**config.mk**
```make
export PLATFORM = sky130hd
export DESIGN_NAME = div_ctrl
export DESIGN_NICKNAME = d
export VERILOG_FILES = /design/src/rtl/div_ctrl.sv
export SDC_FILE = /design/constraint.sdc
export NUM_CORES = 1
export LEC_CHECK = 0
export CAP_MARGIN = 20
export CORE_MARGIN = 2
export CORE_UTILIZATION = 50
export DETAILED_ROUTE_END_ITERATION = 10
export PLACE_DENSITY = 0.74
export SYNTH_ARGS = -nofsm -noshare
export SYNTH_HDL_FRONTEND = slang
export SYNTH_SLANG_ARGS = --single-unit
```
**constraint.sdc**
```tcl
create_clock -name clk -period 3.3 [get_ports clk]
set_clock_uncertainty 0.05 [all_clocks]
set_input_delay 0.33 -clock clk [delete_from_list [all_inputs] [get_ports clk]]
set_output_delay 0.33 -clock clk [all_outputs]
set_load 0.05 [all_outputs]
```
**src/rtl/div_ctrl.sv**
```systemverilog
`default_nettype none
// ============================================================================
//  Module      : div_ctrl
//  Description : Multi-cycle RV32M divide/remainder sequencer (DIV, DIVU,
//                REM, REMU). Restoring division, one quotient bit per cycle,
//                with sign correction, divide-by-zero and signed-overflow
//                behaviour as defined by the RISC-V M extension.
//  Revision    : 1.0 - initial release
// ============================================================================
module div_ctrl #(
    parameter int WIDTH  = 32,
    parameter int ADDR_W = 5
) (
    input  logic              clk,
    input  logic              rst_n,
    input  logic              start_i,
    input  logic              flush_i,
    input  logic [1:0]        op_i,
    input  logic [WIDTH-1:0]  dividend_i,
    input  logic [WIDTH-1:0]  divisor_i,
    input  logic [ADDR_W-1:0] reg_waddr_i,
    output logic              busy_o,
    output logic              valid_o,
    output logic [WIDTH-1:0]  result_o,
    output logic [ADDR_W-1:0] reg_waddr_o
);

    localparam int CNT_W = (WIDTH > 1) ? $clog2(WIDTH) : 1;
    localparam logic [CNT_W-1:0] C_LAST_CNT = CNT_W'(WIDTH - 1);

    typedef enum logic [1:0] {
        S_IDLE = 2'd0,
        S_CALC = 2'd1,
        S_FIX  = 2'd2
    } state_t;

    state_t             state_q,  state_d;
    logic [WIDTH-1:0]   quo_q,    quo_d;
    logic [WIDTH-1:0]   rem_q,    rem_d;
    logic [WIDTH-1:0]   dvs_q,    dvs_d;
    logic [CNT_W-1:0]   cnt_q,    cnt_d;
    logic               is_rem_q, is_rem_d;
    logic               neg_q_q,  neg_q_d;
    logic               neg_r_q,  neg_r_d;
    logic [ADDR_W-1:0]  tag_q,    tag_d;
    logic [WIDTH-1:0]   result_q, result_d;
    logic [ADDR_W-1:0]  waddr_q,  waddr_d;
    logic               valid_q,  valid_d;

    // Operand preparation: op_i[0]=1 selects the unsigned variants.
    logic               w_dvd_neg;
    logic               w_dvs_neg;
    logic [WIDTH-1:0]   w_dvd_mag;
    logic [WIDTH-1:0]   w_dvs_mag;
    logic               w_div_zero;

    assign w_dvd_neg  = ~op_i[0] & dividend_i[WIDTH-1];
    assign w_dvs_neg  = ~op_i[0] & divisor_i[WIDTH-1];
    assign w_dvd_mag  = w_dvd_neg ? (-dividend_i) : dividend_i;
    assign w_dvs_mag  = w_dvs_neg ? (-divisor_i)  : divisor_i;
    assign w_div_zero = (divisor_i == '0);

    // Restoring step: the partial remainder is always below the divisor, so
    // the top bit of the (WIDTH+1)-bit difference is a reliable borrow flag.
    logic [WIDTH:0]     w_rprime;
    logic [WIDTH:0]     w_diff;
    logic               w_qbit;

    assign w_rprime = {rem_q, quo_q[WIDTH-1]};
    assign w_diff   = w_rprime - {1'b0, dvs_q};
    assign w_qbit   = ~w_diff[WIDTH];

    // Next-state and datapath update; flush overrides everything at the end.
    always_comb begin
        state_d  = state_q;
        quo_d    = quo_q;
        rem_d    = rem_q;
        dvs_d    = dvs_q;
        cnt_d    = cnt_q;
        is_rem_d = is_rem_q;
        neg_q_d  = neg_q_q;
        neg_r_d  = neg_r_q;
        tag_d    = tag_q;
        result_d = result_q;
        waddr_d  = waddr_q;
        valid_d  = 1'b0;

        case (state_q)
            S_IDLE: begin
                if (start_i && !flush_i) begin
                    is_rem_d = op_i[1];
                    tag_d    = reg_waddr_i;
                    cnt_d    = '0;
                    if (w_div_zero) begin
                        // Architectural result: quotient all ones, remainder
                        // is the raw dividend; skip the iteration entirely.
                        quo_d   = '1;
                        rem_d   = dividend_i;
                        neg_q_d = 1'b0;
                        neg_r_d = 1'b0;
                        state_d = S_FIX;
                    end else begin
                        quo_d   = w_dvd_mag;
                        rem_d   = '0;
                        dvs_d   = w_dvs_mag;
                        neg_q_d = w_dvd_neg ^ w_dvs_neg;
                        neg_r_d = w_dvd_neg;
                        state_d = S_CALC;
                    end
                end
            end
            S_CALC: begin
                rem_d = w_qbit ? w_diff[WIDTH-1:0] : w_rprime[WIDTH-1:0];
                quo_d = {quo_q[WIDTH-2:0], w_qbit};
                cnt_d = cnt_q + CNT_W'(1);
                if (cnt_q == C_LAST_CNT) begin
                    state_d = S_FIX;
                end
            end
            S_FIX: begin
                if (is_rem_q) begin
                    result_d = neg_r_q ? (-rem_q) : rem_q;
                end else begin
                    result_d = neg_q_q ? (-quo_q) : quo_q;
                end
                waddr_d = tag_q;
                valid_d = 1'b1;
                state_d = S_IDLE;
            end
            default: begin
                state_d = S_IDLE;
            end
        endcase

        if (flush_i) begin
            state_d  = S_IDLE;
            valid_d  = 1'b0;
            result_d = result_q;
            waddr_d  = waddr_q;
        end
    end

    // State and datapath registers with asynchronous clear.
    always_ff @(posedge clk or negedge rst_n) begin
        if (!rst_n) begin
            state_q  <= S_IDLE;
            quo_q    <= '0;
            rem_q    <= '0;
            dvs_q    <= '0;
            cnt_q    <= '0;
            is_rem_q <= 1'b0;
            neg_q_q  <= 1'b0;
            neg_r_q  <= 1'b0;
            tag_q    <= '0;
            result_q <= '0;
            waddr_q  <= '0;
            valid_q  <= 1'b0;
        end else begin
            state_q  <= state_d;
            quo_q    <= quo_d;
            rem_q    <= rem_d;
            dvs_q    <= dvs_d;
            cnt_q    <= cnt_d;
            is_rem_q <= is_rem_d;
            neg_q_q  <= neg_q_d;
            neg_r_q  <= neg_r_d;
            tag_q    <= tag_d;
            result_q <= result_d;
            waddr_q  <= waddr_d;
            valid_q  <= valid_d;
        end
    end

    assign busy_o      = (state_q != S_IDLE);
    assign valid_o     = valid_q;
    assign result_o    = result_q;
    assign reg_waddr_o = waddr_q;

endmodule
`default_nettype wire

```
==> flow_summary.yaml, run 1 <==
status:
  status: "complete, but fails checks"
  violations: "negative setup slack"
placed_design:
  portBuffers: 113
  dp_hpwl_um: 23300
  gp_congestion: 0.936
logic_synthesis:
  synth_async_sr_flop_share: 1.00
  synth_seq_cells: 149
  syn_avg_cell_area_um2: 7.86
  synth_compound_area_frac: 0.226
  syn-instance-count: 1423
  ys_seq_area_frac: 0.333
  yosys.area.top_type_share: 0.333
  yosysTopAreaCell: "dfrtp_1"
  syn-cell-area_um2: 11200
  synth_nets: 1537
  synth_edf_count: 0
  synth-simple-area-share: 0.219
  synth_warnings: 0
  synth_adder_area_share: 0.0443
  ys.flop_type: "dfrtp_1"
  synth.area.mux_share: 0.0234
  synth_commonest_cells: "nand2_1 (244), o21ai_0 (167), dfrtp_1 (149), nor2_1 (95), a21oi_1 (89)"
  synth_top_family_by_area: "compound AO/OA/AOI/OAI gates"
  yosysMostFrequentCell: "nand2_1"
  synth-xor-area-share: 0.105
  synth_area_leaders: "dfrtp_1 (33%), nand2_1 (8.2%), o21ai_0 (7.5%)"
  synth_cell_types: 70
clock_tree:
  clk_latency_ps: 440
  clk_pin_slew_ps: 70
  cts_buffer_depth: 2
  clockRootBuffer: "clkbuf_16"
  cts-htree-levels: 4
  cts_tree: "yes"
  cts.sinks: 149
  numCtsBuffers: 17
route:
  postRouteAntennaNets: 0
  drc: 0
  drtIter0Drc: 851
  vias_per_cell: 5.76
  routed_wl_um: 31200
  routedWlPerCell_um: 16.6
  first_pass_iters: 5
  vias: 10800
worst_setup_path:
  rrSetupSlack_ps: -10
  r2r_start: "quo_q[31]$_DFFE_PN0P_"
  rr_worst_depth: 14
  cp-end-kind: "flip-flop"
  timing.setup.critical_path_class: "reg -> reg"
  path_cells: "inv_2 -> ha_4 -> fa_2 -> nor2b_4 -> o31a_1 -> o41a_1 -> o211ai_2 -> a31oi_4 -> o221ai_4 -> xor2_4 -> buf_6 -> clkbuf_16 -> mux2i_1 -> a21oi_1"
  cp_max_fo: 11
  cp_slowest_cell: "dfrtp_1"
  crit_required_ps: 3560
  crit_path_max_incr_delay_ps: 400
  reg2reg_to: "rem_q[8]$_DFFE_PN0P_"
  startpoint_type: "flip-flop"
  critPathArrivalTime_ps: 3570
  crit_path_start: "quo_q[31]$_DFFE_PN0P_"
  worstSetupEndpoint: "rem_q[8]$_DFFE_PN0P_"
timing:
  rsz0062_at_grt: "yes"
  slew_viol_final: 0
  finalHoldViolations: 0
  timing.hold.ws_ps: 360
  setup_slack_ps: -11.8
  finalSetupTns_ps: -22.8
  tightest_slew_ps: 963
  setup_viol: 2
  relSlewSlack: 0.358
  fmax_mhz: 302
  fin_crit_sh: 1.00
  period_needed_ps: 3310
power_and_ir_drop:
  p_leak_uw: 0.00589
  peakVddDrop_mv: 0.591
  p_per_area_nw_per_um2: 855
floorplanning:
  core-area_um2: 21900
  die_x_um: 154
  die_h_um: 154
  io_pins: 114
  std_cell_rows: 54
  die_area_um2: 23600
  initial_core_util: 0.511
grt:
  grt_pass1_vias: 9833
  grt_antenna_before_repair: 0
  grt_overflow: 0
  grt_max_degree: 92
  grt_use_total: 0.257
  grt_pass1_wl_um: 49600
run:
  cap_violations: 0
final_layout:
  area_growth_pct: 24.8
  num_antenna_cells: 0
  layout-drive-gt1-share: 0.117
  final_nets: 1697
min_path:
  hold_start: "reg_waddr_i[0]"
  hold_path_class: "in -> reg"
[through the flow]
stage          power, uW   util  setup WS [ps]  std cells  cell area [um2]
2_1_floorplan       7180      -            125       1423            11200
3_3_place_gp        9070  0.601           -152       1835            13200
3_5_place_dp        9240  0.601           -171       1835            13200
4_1_cts            11200  0.628         0.0120       1869            13700
5_1_grt            12700  0.638           -126       1876            14000
6_report           11900  0.638          -11.8       1876            14000
[layout make-up]
cell class | count | area, um2
clock buffers | 17 | 425
fillers | 1888 | 7930
clock inverters | 15 | 146
flip-flops and latches | 149 | 3730
inverters | 50 | 188
well taps | 280 | 350
repair buffers | 222 | 2070
multi-input cells | 1143 | 7060
[layout by cell type, fill, tap and decap left out, drive strengths merged, types with 17 or more instances in the layout]
master,Yosys,final
ha,38,38
clkdlybuf4s50,0,112
o22ai,26,26
clkbuf,61,19
nor3,30,30
nor2,95,95
a31oi,22,22
nand2,244,244
xnor2,59,59
dfrtp,149,149
o31ai,34,34
a21oi,89,89
and3,17,17
or3,27,27
inv,49,55
xor2,73,73
nand3,28,28
buf,20,107
o21ai,175,175
[worst min path at each step]
stage | end | slack [ps] | depth (start not counted)
finish | tag_q[0]$_DFFE_PN0P_ | 360 | 3
global route | tag_q[1]$_DFFE_PN0P_ | 380 | 3
CTS | tag_q[0]$_DFFE_PN0P_ | 360 | 3
detailed placement | result_o[7]$_DFFE_PN0P_ | 280 | 1
global placement | result_o[7]$_DFFE_PN0P_ | 270 | 1
floorplan | cnt_q[0]$_DFFE_PN0P_ | -20 | 0
[flip-flops by register name, indices dropped and copies added, names as in the netlist]
signal and cells:
tag_q 5, cnt_q 5, is_rem_q 1, neg_r_q 1, neg_q_q 1, dvs_q 32, rem_q 32, state_q 2
reg_waddr_o 5, result_o 32, valid_o 1, quo_q 32
[cells by family (layout without fill, tap and decap cells)]
group	count (synthesis)	count (layout)
fa+ha+maj	39	39
buf+inv	131	304
simple gates	525	525
xor+xnor	132	132
flops	149	149
compound gates	422	422
mux	25	25
[metal layers]
layer	global-route usage	part of all wire	up-vias
li1	-	-	5359
met1	0.365	0.46	5002
met2	0.413	0.45	407
met3	0.0338	0.063	43
met4	0.0734	0.019	0
met5	0	0	-
[critical path, delay by kind of cell, from the launching register on]
kind	cells	cell delay, ps
adder cells (fa/ha/maj)	2	370
multiplexers	1	220
AO/OA/AOI/OAI	6	1420
AND/OR/NAND/NOR	1	50
flip-flops	1	400
XOR/XNOR	1	280
buffers and inverters	3	400
[power by group]
| part | switching (uW) | total, uW | internal (uW) |
|---|---|---|---|
| combinational | 3830 | 7140 | 3310 |
| clock | 848 | 1900 | 1050 |
| sequential | 591 | 2890 | 2300 |
| total | 5270 | 11900 | 6660 |
[what timing repair did]
item | CTS | global route
setup endpoints to repair | 8 | 32
pin swaps | 2 | 8
resized for setup | 1 | 29
setup buffers | 1 | 5
hold endpoints to repair | 58 | 0
gates cloned | 0 | 2
hold buffers | 1 | 0
No activity file was read; power rests on OpenSTA's default activity.
==> inputs of run 2 (changes only) <==
Settings changed: SKIP_LAST_GASP set to 1.
==> run 2 against run 1 <==
The flow still finishes with violations (negative setup slack). Sequential share of layout area about the same. Cell area about the same. Final cell count stayed put. Combinational power about the same. Critical path type unchanged. Largest power group unchanged.
==> flow_summary.yaml, run 2 (synthesized netlist as in run 1, its figures left out) <==
floorplanning:
  std_cell_rows: 54
  die_h_um: 154
  io_pins: 114
  initial_core_util: 0.511
  core-area_um2: 21900
  die_area_um2: 23600
  die_x_um: 154
power_and_ir_drop:
  seq_power_share: 0.243
  switching_share: 0.441
  switching_power_uw: 5250
  peakVddDrop_mv: 0.583
  internal_power_uw: 6660
  p_leak_uw: 0.00589
  p_clk_frac: 0.159
  combPwrFrac: 0.598
  p_per_area_nw_per_um2: 854
  p_total_uw: 11900
clock_tree:
  cts_buffer_depth: 2
  clockRootBuffer: "clkbuf_16"
  clk_latency_ps: 430
  cts_tree: "yes"
  clk_pin_slew_ps: 70
  cts.sinks: 149
  numCtsBuffers: 17
  cts-htree-levels: 4
grt:
  grt_overflow: 0
  grt_antenna_before_repair: 0
  grt_pass1_wl_um: 49600
  grt_max_degree: 92
  grt_use_total: 0.257
  grt_pass1_vias: 9833
timing:
  tightest_slew_ps: 948
  fmax_mhz: 303
  relSlewSlack: 0.368
  slew_viol_final: 0
  fin_crit_sh: 1.00
  finalHoldViolations: 0
  period_needed_ps: 3300
  rsz0062_at_grt: "yes"
  setup_slack_ps: -3.23
  timing.hold.ws_ps: 366
  setup_viol: 1
final_layout:
  num_antenna_cells: 0
  fillers: 1890
  layout-drive-gt1-share: 0.117
  fin_area_um2: 14000
  final_cell_count_no_fill: 1876
  mostFrequentLayoutCells: "nand2_1 (243), o21ai_0 (167), dfrtp_1 (149)"
  final_nets: 1697
  final_common_cell: "nand2_1"
  area_growth_pct: 24.8
worst_setup_path:
  cp_common_cell: "o31a_1"
  cp-end-kind: "flip-flop"
  critPathArrivalTime_ps: 3570
  crit_required_ps: 3560
  crit_path_max_incr_delay_ps: 400
  crit_buf_inv: 3
  path_cells: "inv_2 -> ha_4 -> fa_2 -> nor2b_4 -> o31a_1 -> o41a_1 -> o211ai_2 -> a31oi_4 -> o221ai_4 -> xor2_4 -> buf_6 -> clkbuf_16 -> nor3_1 -> o31a_1"
  cpLargestDelayFamily: "compound AO/OA/AOI/OAI gates"
  startpoint_type: "flip-flop"
  cp_max_fo: 11
  timing.setup.critical_path_class: "reg -> reg"
  cp_slowest_cell: "dfrtp_1"
status:
  violations: "negative setup slack"
  status: "complete, but fails checks"
route:
  routed_wl_um: 31100
  routedWlPerCell_um: 16.6
  drc: 0
  vias_per_cell: 5.75
  vias: 10800
  drtIter0Drc: 793
  first_pass_iters: 5
  postRouteAntennaNets: 0
placed_design:
  post-place-ws_ps: -171
  gp_congestion: 0.936
  portBuffers: 113
  dp_hpwl_um: 23300
  dp.cells: 1835
  placed_cell_area_um2: 13200
run:
  cap_violations: 0
min_path:
  hold_path_class: "in -> async"
[run 2: cell counts in the layout (fill, tap and decap cells not counted)]
Identical to the previous run, type by type.
[run 2: area by class of cell]
class	count	area, um2	share of cell area
inverter	50	188	0.0134
tap	280	350	0.0251
timing repair buffer	222	2070	0.148
sequential	149	3730	0.267
clock buffer	17	425	0.0305
multi-input combinational	1143	7050	0.505
clock inverter	15	146	0.0105
[run 2: power groups by stage]
stage	registers, uW	clock network, uW	logic [uW]
finish	2890	1900	7130
global route	2940	2020	7770
CTS	2850	1920	6410
detailed placement	2880	0	6350
global placement	2860	0	6210
floorplan	2860	0	4320
[run 2: timing repair]
action / 4_1_cts / 5_1_grt
gates resized for setup: 1 / 28
pin swaps: 2 / 8
endpoints found under the hold margin: 58 / 0
hold buffers: 1 / 0
setup endpoints to repair: 8 / 32
cloned: 0 / 2
setup buffers: 1 / 5
[run 2: path summary, 6_finish.rpt]
path | from | end | slack [ps] | cells after the start
max | quo_q[31]$_DFFE_PN0P_ | rem_q[20]$_DFFE_PN0P_ | -3 | 14
min | rst_n | result_o[7]$_DFFE_PN0P_ | 370 | 2
max in group asynchronous | rst_n | rem_q[19]$_DFFE_PN0P_ | 1950 | 3
min reg2reg | tag_q[4]$_DFFE_PN0P_ | reg_waddr_o[4]$_DFFE_PN0P_ | 420 | 2
max reg2reg | quo_q[31]$_DFFE_PN0P_ | rem_q[20]$_DFFE_PN0P_ | -3 | 14
min in group clk | reg_waddr_i[0] | tag_q[0]$_DFFE_PN0P_ | 370 | 3
[run 2: per-stage QoR]
stage                util  setup TNS, ps
floorplan               -              0
global placement    0.601           -152
detailed placement  0.601           -222
CTS                 0.628              0
global route        0.638          -1130
finish              0.638          -3.23
[run 2: routing by layer]
| metal | GRT usage | part of all wire |
|---|---|---|
| met4 | 0.0734 | 0.016 |
| met5 | 0 | 0 |
| met3 | 0.0338 | 0.067 |
| met2 | 0.413 | 0.46 |
| met1 | 0.365 | 0.46 |
[run 2: worst register-to-register path, delay by kind of cell, from the launching register on]
kind / cells / cell delay, ps
adders and majority gates: 2 / 370
DFF: 1 / 400
AOI/OAI and AO/OA: 6 / 1570
buffers and inverters: 3 / 400
xor gates and xnor gates: 1 / 290
and+or+nand+nor: 2 / 110
==> inputs of run 3 (changes only) <==
Settings changed: PLACE_DENSITY 0.74 to 0.72.
Clock period 3.3 ns to 3.1 ns, I/O delays scaled along.
==> run 3 against run 2 <==
The run still ends with negative setup slack left. Critical endpoint is now rem_q[21]$_DFFE_PN0P_. Sequential power grew 6%. Final cell count up 2.0%. Core utilization rose by 1.6 points. Sequential share of layout area fell by 0.67 points. Largest power group unchanged. Cell area increased by 2.6%.
==> flow_summary.yaml, run 3 (synthesized netlist as in run 1, its figures left out) <==
status:
  status: "complete, but fails checks"
  violations: "negative setup slack"
worst_setup_path:
  path_cells: "inv_2 -> ha_4 -> fa_2 -> nor2b_4 -> o31a_1 -> o41a_1 -> o211ai_4 -> a31oi_4 -> o221ai_4 -> xor2_4 -> buf_12 -> mux2_1 -> a21oi_1"
  cp_slowest_cell: "dfrtp_1"
  startpoint_type: "flip-flop"
  r2r_start: "quo_q[31]$_DFFE_PN0P_"
  reg2reg_to: "rem_q[21]$_DFFE_PN0P_"
  cp_max_fo: 19
  critPathArrivalTime_ps: 3460
  rrSetupSlack_ps: -60
  timing.setup.critical_path_class: "reg -> reg"
  rr_worst_depth: 13
  crit_path_max_incr_delay_ps: 390
  crit_buf_inv: 2
  crit_required_ps: 3400
  cpLargestDelayFamily: "compound AO/OA/AOI/OAI gates"
  cp-end-kind: "flip-flop"
clock_tree:
  clk_pin_slew_ps: 60
  clockRootBuffer: "clkbuf_16"
  numCtsBuffers: 17
  cts.sinks: 149
  cts-htree-levels: 4
  cts_buffer_depth: 2
  clk_latency_ps: 430
  cts_tree: "yes"
grt:
  grt_pass1_vias: 10100
  grt_max_degree: 104
  grt_pass1_wl_um: 50900
  grt_use_total: 0.263
  grt_overflow: 0
  grt_antenna_before_repair: 0
power_and_ir_drop:
  switching_power_uw: 5550
  seq_power_share: 0.240
  p_leak_uw: 0.00606
  combPwrFrac: 0.591
  p_per_area_nw_per_um2: 893
  p_clk_frac: 0.170
  internal_power_uw: 7240
  peakVddDrop_mv: 0.575
  switching_share: 0.434
final_layout:
  mostFrequentLayoutCells: "nand2_1 (243), o21ai_0 (166), dfrtp_1 (149)"
  final_nets: 1734
  fin_area_um2: 14300
  num_antenna_cells: 0
  layout-drive-gt1-share: 0.135
  area_growth_pct: 28.0
  fillers: 1900
  final_common_cell: "nand2_1"
min_path:
  hold_path_class: "in -> reg"
  hold_start: "reg_waddr_i[3]"
  hold-path-cell-count: 3
  hold_end: "tag_q[3]$_DFFE_PN0P_"
route:
  vias_per_cell: 5.75
  routed_wl_um: 31200
  drc: 0
  postRouteAntennaNets: 0
  first_pass_iters: 5
  vias: 11000
  drtIter0Drc: 935
  routedWlPerCell_um: 16.3
timing:
  setup_viol: 14
  period_needed_ps: 3160
  slew_viol_final: 0
  finalSetupTns_ps: -327
  setup_slack_ps: -58.4
  fin_crit_sh: 1.02
  relSlewSlack: 0.363
  fmax_mhz: 317
  rsz0062_at_grt: "yes"
  tightest_slew_ps: 955
  finalHoldViolations: 0
floorplanning:
  io_pins: 114
  die_area_um2: 23600
  initial_core_util: 0.511
  std_cell_rows: 54
  die_x_um: 154
  die_h_um: 154
  core-area_um2: 21900
placed_design:
  portBuffers: 113
  placed_cell_area_um2: 13500
  gp_congestion: 0.976
  dp_hpwl_um: 23500
run:
  cap_violations: 0
-- run 3: layout make-up --
cell class              count  area (um2)  area share
clock buffers              19         443      0.0309
flip-flops and latches    149        3730       0.260
inverters                  50         188      0.0131
repair buffers            259        2350       0.164
multi-input cells        1143        7080       0.494
clock inverters            13         173      0.0121
well taps                 280         350      0.0245
-- run 3: worst max path at each step --
stage	startpoint	to	slack, ps	cells past startpoint
after floorplan	quo_q[31]$_DFFE_PN0P_	rem_q[14]$_DFFE_PN0P_	20	13
after global placement	dividend_i[6]	quo_q[31]$_DFFE_PN0P_	-290	10
after detailed placement	dividend_i[6]	quo_q[31]$_DFFE_PN0P_	-240	10
after CTS	quo_q[31]$_DFFE_PN0P_	rem_q[21]$_DFFE_PN0P_	-40	13
after global routing	quo_q[31]$_DFFE_PN0P_	rem_q[8]$_DFFE_PN0P_	-150	14
final	quo_q[31]$_DFFE_PN0P_	rem_q[21]$_DFFE_PN0P_	-60	13
-- run 3: per-layer routing --
metal,routed length [um],up-vias,GRT usage
li1,-,5435,-
met1,14400,5088,0.380
met2,14000,426,0.411
met3,2160,54,0.0378
met4,660,0,0.0769
met5,0,-,0
-- run 3: worst min-delay path, cell delays in order --
cell,delay [ps]
clkdlybuf4s50_1,390
nand2_1,50
nand2_1,40
-- run 3: timing repair --
action                     CTS  global route
setup endpoints to repair   18            37
gates resized for setup      2            20
pin swaps                    1             6
buffers inserted             1             8
hold endpoints to repair    62             0
hold buffers                 1             0
-- run 3: per-stage QoR --
stage	power, uW	util	hold slack, ps	instances	setup slack (ps)
floorplan	7680	-	-35.6	1423	15.1
CTS	12300	0.646	348	1905	-43.6
global route	13700	0.654	363	1913	-148
global placement	9940	0.617	307	1871	-294
detailed placement	10100	0.617	310	1871	-235
finish	12800	0.654	348	1913	-58.4
-- run 3: power groups by stage --
stage / sequential (uW) / clock [uW] / combinational (uW)
after CTS: 3030 / 2180 / 7130
after global placement: 3040 / 0 / 6900
after floorplan: 3050 / 0 / 4630
after detailed placement: 3060 / 0 / 7040
final: 3060 / 2170 / 7560
after global routing: 3130 / 2280 / 8290
==> RTL change 1: new RTL, settings of run 2 <==
Remove the register `valid_q`: a continuous assignment takes its place, so the output `valid_o` follows one clock earlier.
--- a/src/rtl/div_ctrl.sv
+++ b/src/rtl/div_ctrl.sv
@@ -156,3 +156,2 @@
             waddr_q  <= '0;
-            valid_q  <= 1'b0;
         end else begin
@@ -169,5 +168,6 @@
             waddr_q  <= waddr_d;
-            valid_q  <= valid_d;
         end
     end
+
+    assign valid_q = valid_d;
 
Function: changed (Yosys sat finds a counterexample within 4 cycles, from zero or initial values and one cycle with rst_n low).
==> RTL change 1 against run 2 <==
The flow still finishes with violations (negative setup slack). Routed wire length barely moved. Total power shrank 0.76%. Largest power group unchanged. Synthesized area down 0.22%. Clock power fell by 4%. Count of clock-buffer cells in the layout stayed put. Worst setup slack lost 45 ps. Sequential share of layout area down 0.12 points. Final area down 0.23%. Critical path type unchanged. Non-clock buffer count increased by 1. Sequential cell count fell by 1.
==> RTL change 1: results (changes against run 2) <==
Sorting the synthesized cells by how often they occur yields nand2_1 (244), o21ai_0 (167), dfrtp_1 (148). By area the synthesized netlist is led by dfrtp_1 (33%), nand2_1 (8.2%), o21ai_0 (7.5%), xor2_1 (5.6%), xnor2_1 (4.6%). For the number of buffers created by CTS, the log shows 17 (unchanged). The logs give 50,000 um (+0.81%) for the wire length of the first global-routing pass and 60.0% (+0.2 points) for the combinational power share. Critical path's largest stage delay: 440 ps (+40 ps). The worst vdd rail ir drop was 472 uV (-19%); the global-route track usage on met1 was 37.8% (+1.3 points). The post-layout worst setup margin is -48.6 ps (-45.4 ps). The run gives 10,700 (-0.38%) as the total vias in the final route. The pin count of the biggest net entering global routing was 88 (-4.3%).

The ratio of cells with drive above 1 in the final layout is 11.8% (+0.19 points). The run finished, with violations left. The register-to-register path setup slack was -50 ps (-50 ps); the pin slew with the least headroom to its limit was 949 ps (+0.828 ps).

The number of nets in the synthesized netlist was 1,536 (-0.065%). The logs give 23,100 um (-0.65%) for the HPWL after detailed placement and 9,920 (+0.88%) for the via count of the first global-routing pass. The number of gates resized after cts is 0 (-1), and the sequential power share is 24.5% (+0.2 points). The final worst hold slack is 220 ps (-146 ps), and the count of endpoints failing setup in the final report is 5 (+4). The run gives 33.2% (-0.15 points) as the share of the yosys chip area belonging to registers. Maximum fanout along the worst path: 10 (-1). The XOR/XNOR share of the synthesized area is 10.5% (+0.024 points), and the proportion of synthesized area in mux cells is 2.34% (+0.0052 points).

The checks that failed: negative setup slack. The wire length after detailed routing is 31,100 um (about the same). The slowest stage of the critical path is the o41a_1 cell. The count of buffers added by post-CTS timing repair for setup is 0 (-1). The worst register-to-register path ends at rem_q[15]$_DFFE_PN0P_.

The compound-gate portion of the synthesized area is 22.7% (+0.051 points), and the internal power component is 6.57 mW (-1.3%). The met2 track demand over resource in global routing was 39.5% (-1.8 points); the total of fill cells in the finished design was 1,945 (+2.9%). The starting DRC count in detailed routing was 772 (-2.6%). The adder-cell share of the synthesized area was 4.44% (+0.0099 points).
-- RTL change 1: changes by cell type after synthesis, sizes merged --
cell   delta
dfrtp     -1
-- RTL change 1: final cells by class --
| type | instances | share of cell area, % |
|---|---|---|
| clock buffers | 17 | 3.05 |
| clock inverters | 15 | 0.872 |
| inverters | 50 | 1.35 |
| multi-input cells | 1143 | 50.7 |
| flip-flops and latches | 148 | 26.6 |
| well taps | 280 | 2.52 |
| repair buffers | 223 | 14.9 |
-- RTL change 1: through the flow --
step	cells	setup slack, ps	total power [mW]	util, %	area (sq um)
3_5_place_dp	1832	-101	9.26	59.9	13100
4_1_cts	1865	29.6	11.1	62.4	13700
5_1_grt	1876	-165	12.7	63.6	13900
3_3_place_gp	1832	-88.6	9.11	59.9	13100
6_report	1876	-48.6	11.8	63.6	13900
2_1_floorplan	1422	125	7.16	-	11200
-- RTL change 1: worst max path at each step --
| stage | slack, ps | end | startpoint | cells after the start |
|---|---|---|---|---|
| final | -50 | rem_q[15]$_DFFE_PN0P_ | quo_q[31]$_DFFE_PN0P_ | 14 |
| after global routing | -170 | rem_q[15]$_DFFE_PN0P_ | quo_q[31]$_DFFE_PN0P_ | 14 |
| after CTS | 30 | rem_q[10]$_DFFE_PN0P_ | quo_q[31]$_DFFE_PN0P_ | 14 |
| after detailed placement | -100 | quo_q[31]$_DFFE_PN0P_ | dividend_i[6] | 10 |
| after global placement | -90 | quo_q[31]$_DFFE_PN0P_ | dividend_i[6] | 10 |
| after floorplan | 120 | rem_q[14]$_DFFE_PN0P_ | quo_q[31]$_DFFE_PN0P_ | 13 |
-- RTL change 1: layer usage --
layer,vias to the layer above,wire length (um)
li1,5349,-
met1,4945,14400
met2,402,13600
met3,53,2300
met4,0,782
met5,-,0
==> RTL change 2: new RTL, flow settings as in run 2 <==
Without the edit above. `WIDTH`: 32 -> 16.
--- a/src/rtl/div_ctrl.sv
+++ b/src/rtl/div_ctrl.sv
@@ -10,3 +10,3 @@
 module div_ctrl #(
-    parameter int WIDTH  = 32,
+    parameter int WIDTH  = 16,
     parameter int ADDR_W = 5
Ports: changed (resized dividend_i, divisor_i and result_o); port bits go from 114 to 66. No check against the original RTL was run, so the function may have changed too.
==> RTL change 2 against run 2 <==
First-iteration DRC count fell by 60%. Sequential share of layout area increased by 3.5 points. Worst setup slack improved by 280 ps. Sequential cell count fell by 65. Via count fell by 51%. Final area fell by 50%. Total power shrank 54%. Clock power fell by 48%. Synthesized area down 48%. Routed wire length decreased by 52%. Critical path type unchanged.
==> RTL change 2: results (changes against run 2) <==
The final non-filler cell total is 921 (-51%). The non-clock buffer contribution to total cell area came out at 11.0% (-3.8 points). The logs give 9 (-8) for the number of buffers created by CTS and 270 ps (+280 ps) for the register-to-register path setup slack.

The unique cell type count in the Yosys netlist came out at 66 (-5.7%). The cell depth of the worst flop-to-flop path was 11 (-3); the wire length after detailed routing was 14,800 um (-52%). Maximum fanout along the worst path: 17 (+6).

The later-pin clock latency in the skew report came out at 350 ps (-80 ps). The XOR/XNOR share of the synthesized area works out to 10.0% (-0.50 points). The ratio of cells with drive above 1 in the final layout came out at 5.91% (-5.7 points). Total of fill cells in the finished design: 1,020 (-46%).

The terminus of the critical flop-to-flop path was rem_q[2]$_DFFE_PN0P_. The average cell area after synthesis is 8.15 sq um (+3.7%), and the share of the yosys chip area belonging to registers is 35.8% (+2.5 points). The detail-routed via count per cell is 5.75 (about the same), and the area taken by multi-input logic gates is 3490 sq um (-51%).

The starting DRC count in detailed routing was 317 (-60%); the total instance count after detailed placement was 903 (-51%). The logs give 357 uV (-39%) for the worst vdd rail ir drop and 3.04 nW (-48%) for the leakage power. The flow ran to the end, and the final reports show no timing, DRC or antenna violations. By area the synthesized netlist is led by dfrtp_1 (36%), nand2_1 (7.7%), o21ai_0 (6.5%), xnor2_1 (6.0%), ha_1 (4.5%).

The data arrival time of the critical path was 3200 ps (-370 ps); the count of multi-input combinational gates was 565 (-51%). The compound-gate portion of the synthesized area was 20.5% (-2.1 points); the pin count of the biggest net entering global routing was 85 (-7.6%). The HPWL after detailed placement is 11,200 um (-52%), and the number of nets in the finished design is 838 (-51%). The clock buffer instance count of the final layout was 11 (-6); the adder-cell share of the synthesized area was 4.82% (+0.39 points).

Number of nets in the synthesized netlist: 785 (-49%). The run gives 3 (-1) as the H-tree level count. The synthesized flop and latch total works out to 84 (-44%).

The tools report the weighted congestion reported at the end of routability-driven placement as 0.902 (-3.6%). The critical path's largest stage delay came out at 430 ps (+30 ps). The logs give 2.35 mW (-55%) for the switching power summed over all nets and 2100 sq um (-44%) for the sequential standard cell area.

The tools report the root buffer selected by CTS as clkbuf_16.
RTL change 2: per-layer routing:
layer / routed length (um) / vias to the layer above / GRT usage (%) / part of all wire [%]
met4: 308 / 0 / 7.07 / 2.1
met5: 0 / - / 0 / 0
met3: 695 / 24 / 5.24 / 4.7
met1: 6470 / 2486 / 30.3 / 44
met2: 7330 / 150 / 42.3 / 49
li1: - / 2634 / - / -
RTL change 2: timing repair:
item                                   CTS  global route
gates resized for setup                  0             1
hold buffers                             0             1
setup endpoints to repair                0             1
endpoints found under the hold margin    0             8
setup buffers                            0             0
RTL change 2: stage by stage:
step	area (sq um)	setup slack (ps)	power (mW)	utilization [%]	hold slack, ps
finish	6970	275	5.43	61.0	309
global route	6970	64.0	5.84	61.0	321
global placement	6630	243	4.33	58.1	398
floorplan	5870	661	3.71	-	-15.6
CTS	6930	248	5.41	60.7	176
detailed placement	6630	204	4.40	58.1	412
RTL change 2: critical path, delay by kind of cell, from the launching register on:
family / cells / cell delay [ps]
AOI/OAI and AO/OA: 5 / 1070
adders and majority gates: 2 / 620
buffers and inverters: 2 / 330
DFF: 1 / 430
muxes: 1 / 220
and+or+nand+nor: 1 / 180
RTL change 2: worst min path at each step:
stage | start | end | slack [ps] | cells past startpoint
3_5_place_dp | tag_q[2]$_DFFE_PN0P_ | tag_q[2]$_DFFE_PN0P_ | 410 | 2
6_report | rst_n | quo_q[1]$_DFFE_PN0P_ | 310 | 2
5_1_grt | rst_n | quo_q[4]$_DFFE_PN0P_ | 320 | 2
2_1_floorplan | rst_n | cnt_q[0]$_DFFE_PN0P_ | -20 | 0
3_3_place_gp | tag_q[1]$_DFFE_PN0P_ | reg_waddr_o[1]$_DFFE_PN0P_ | 400 | 2
4_1_cts | rst_n | quo_q[4]$_DFFE_PN0P_ | 180 | 1
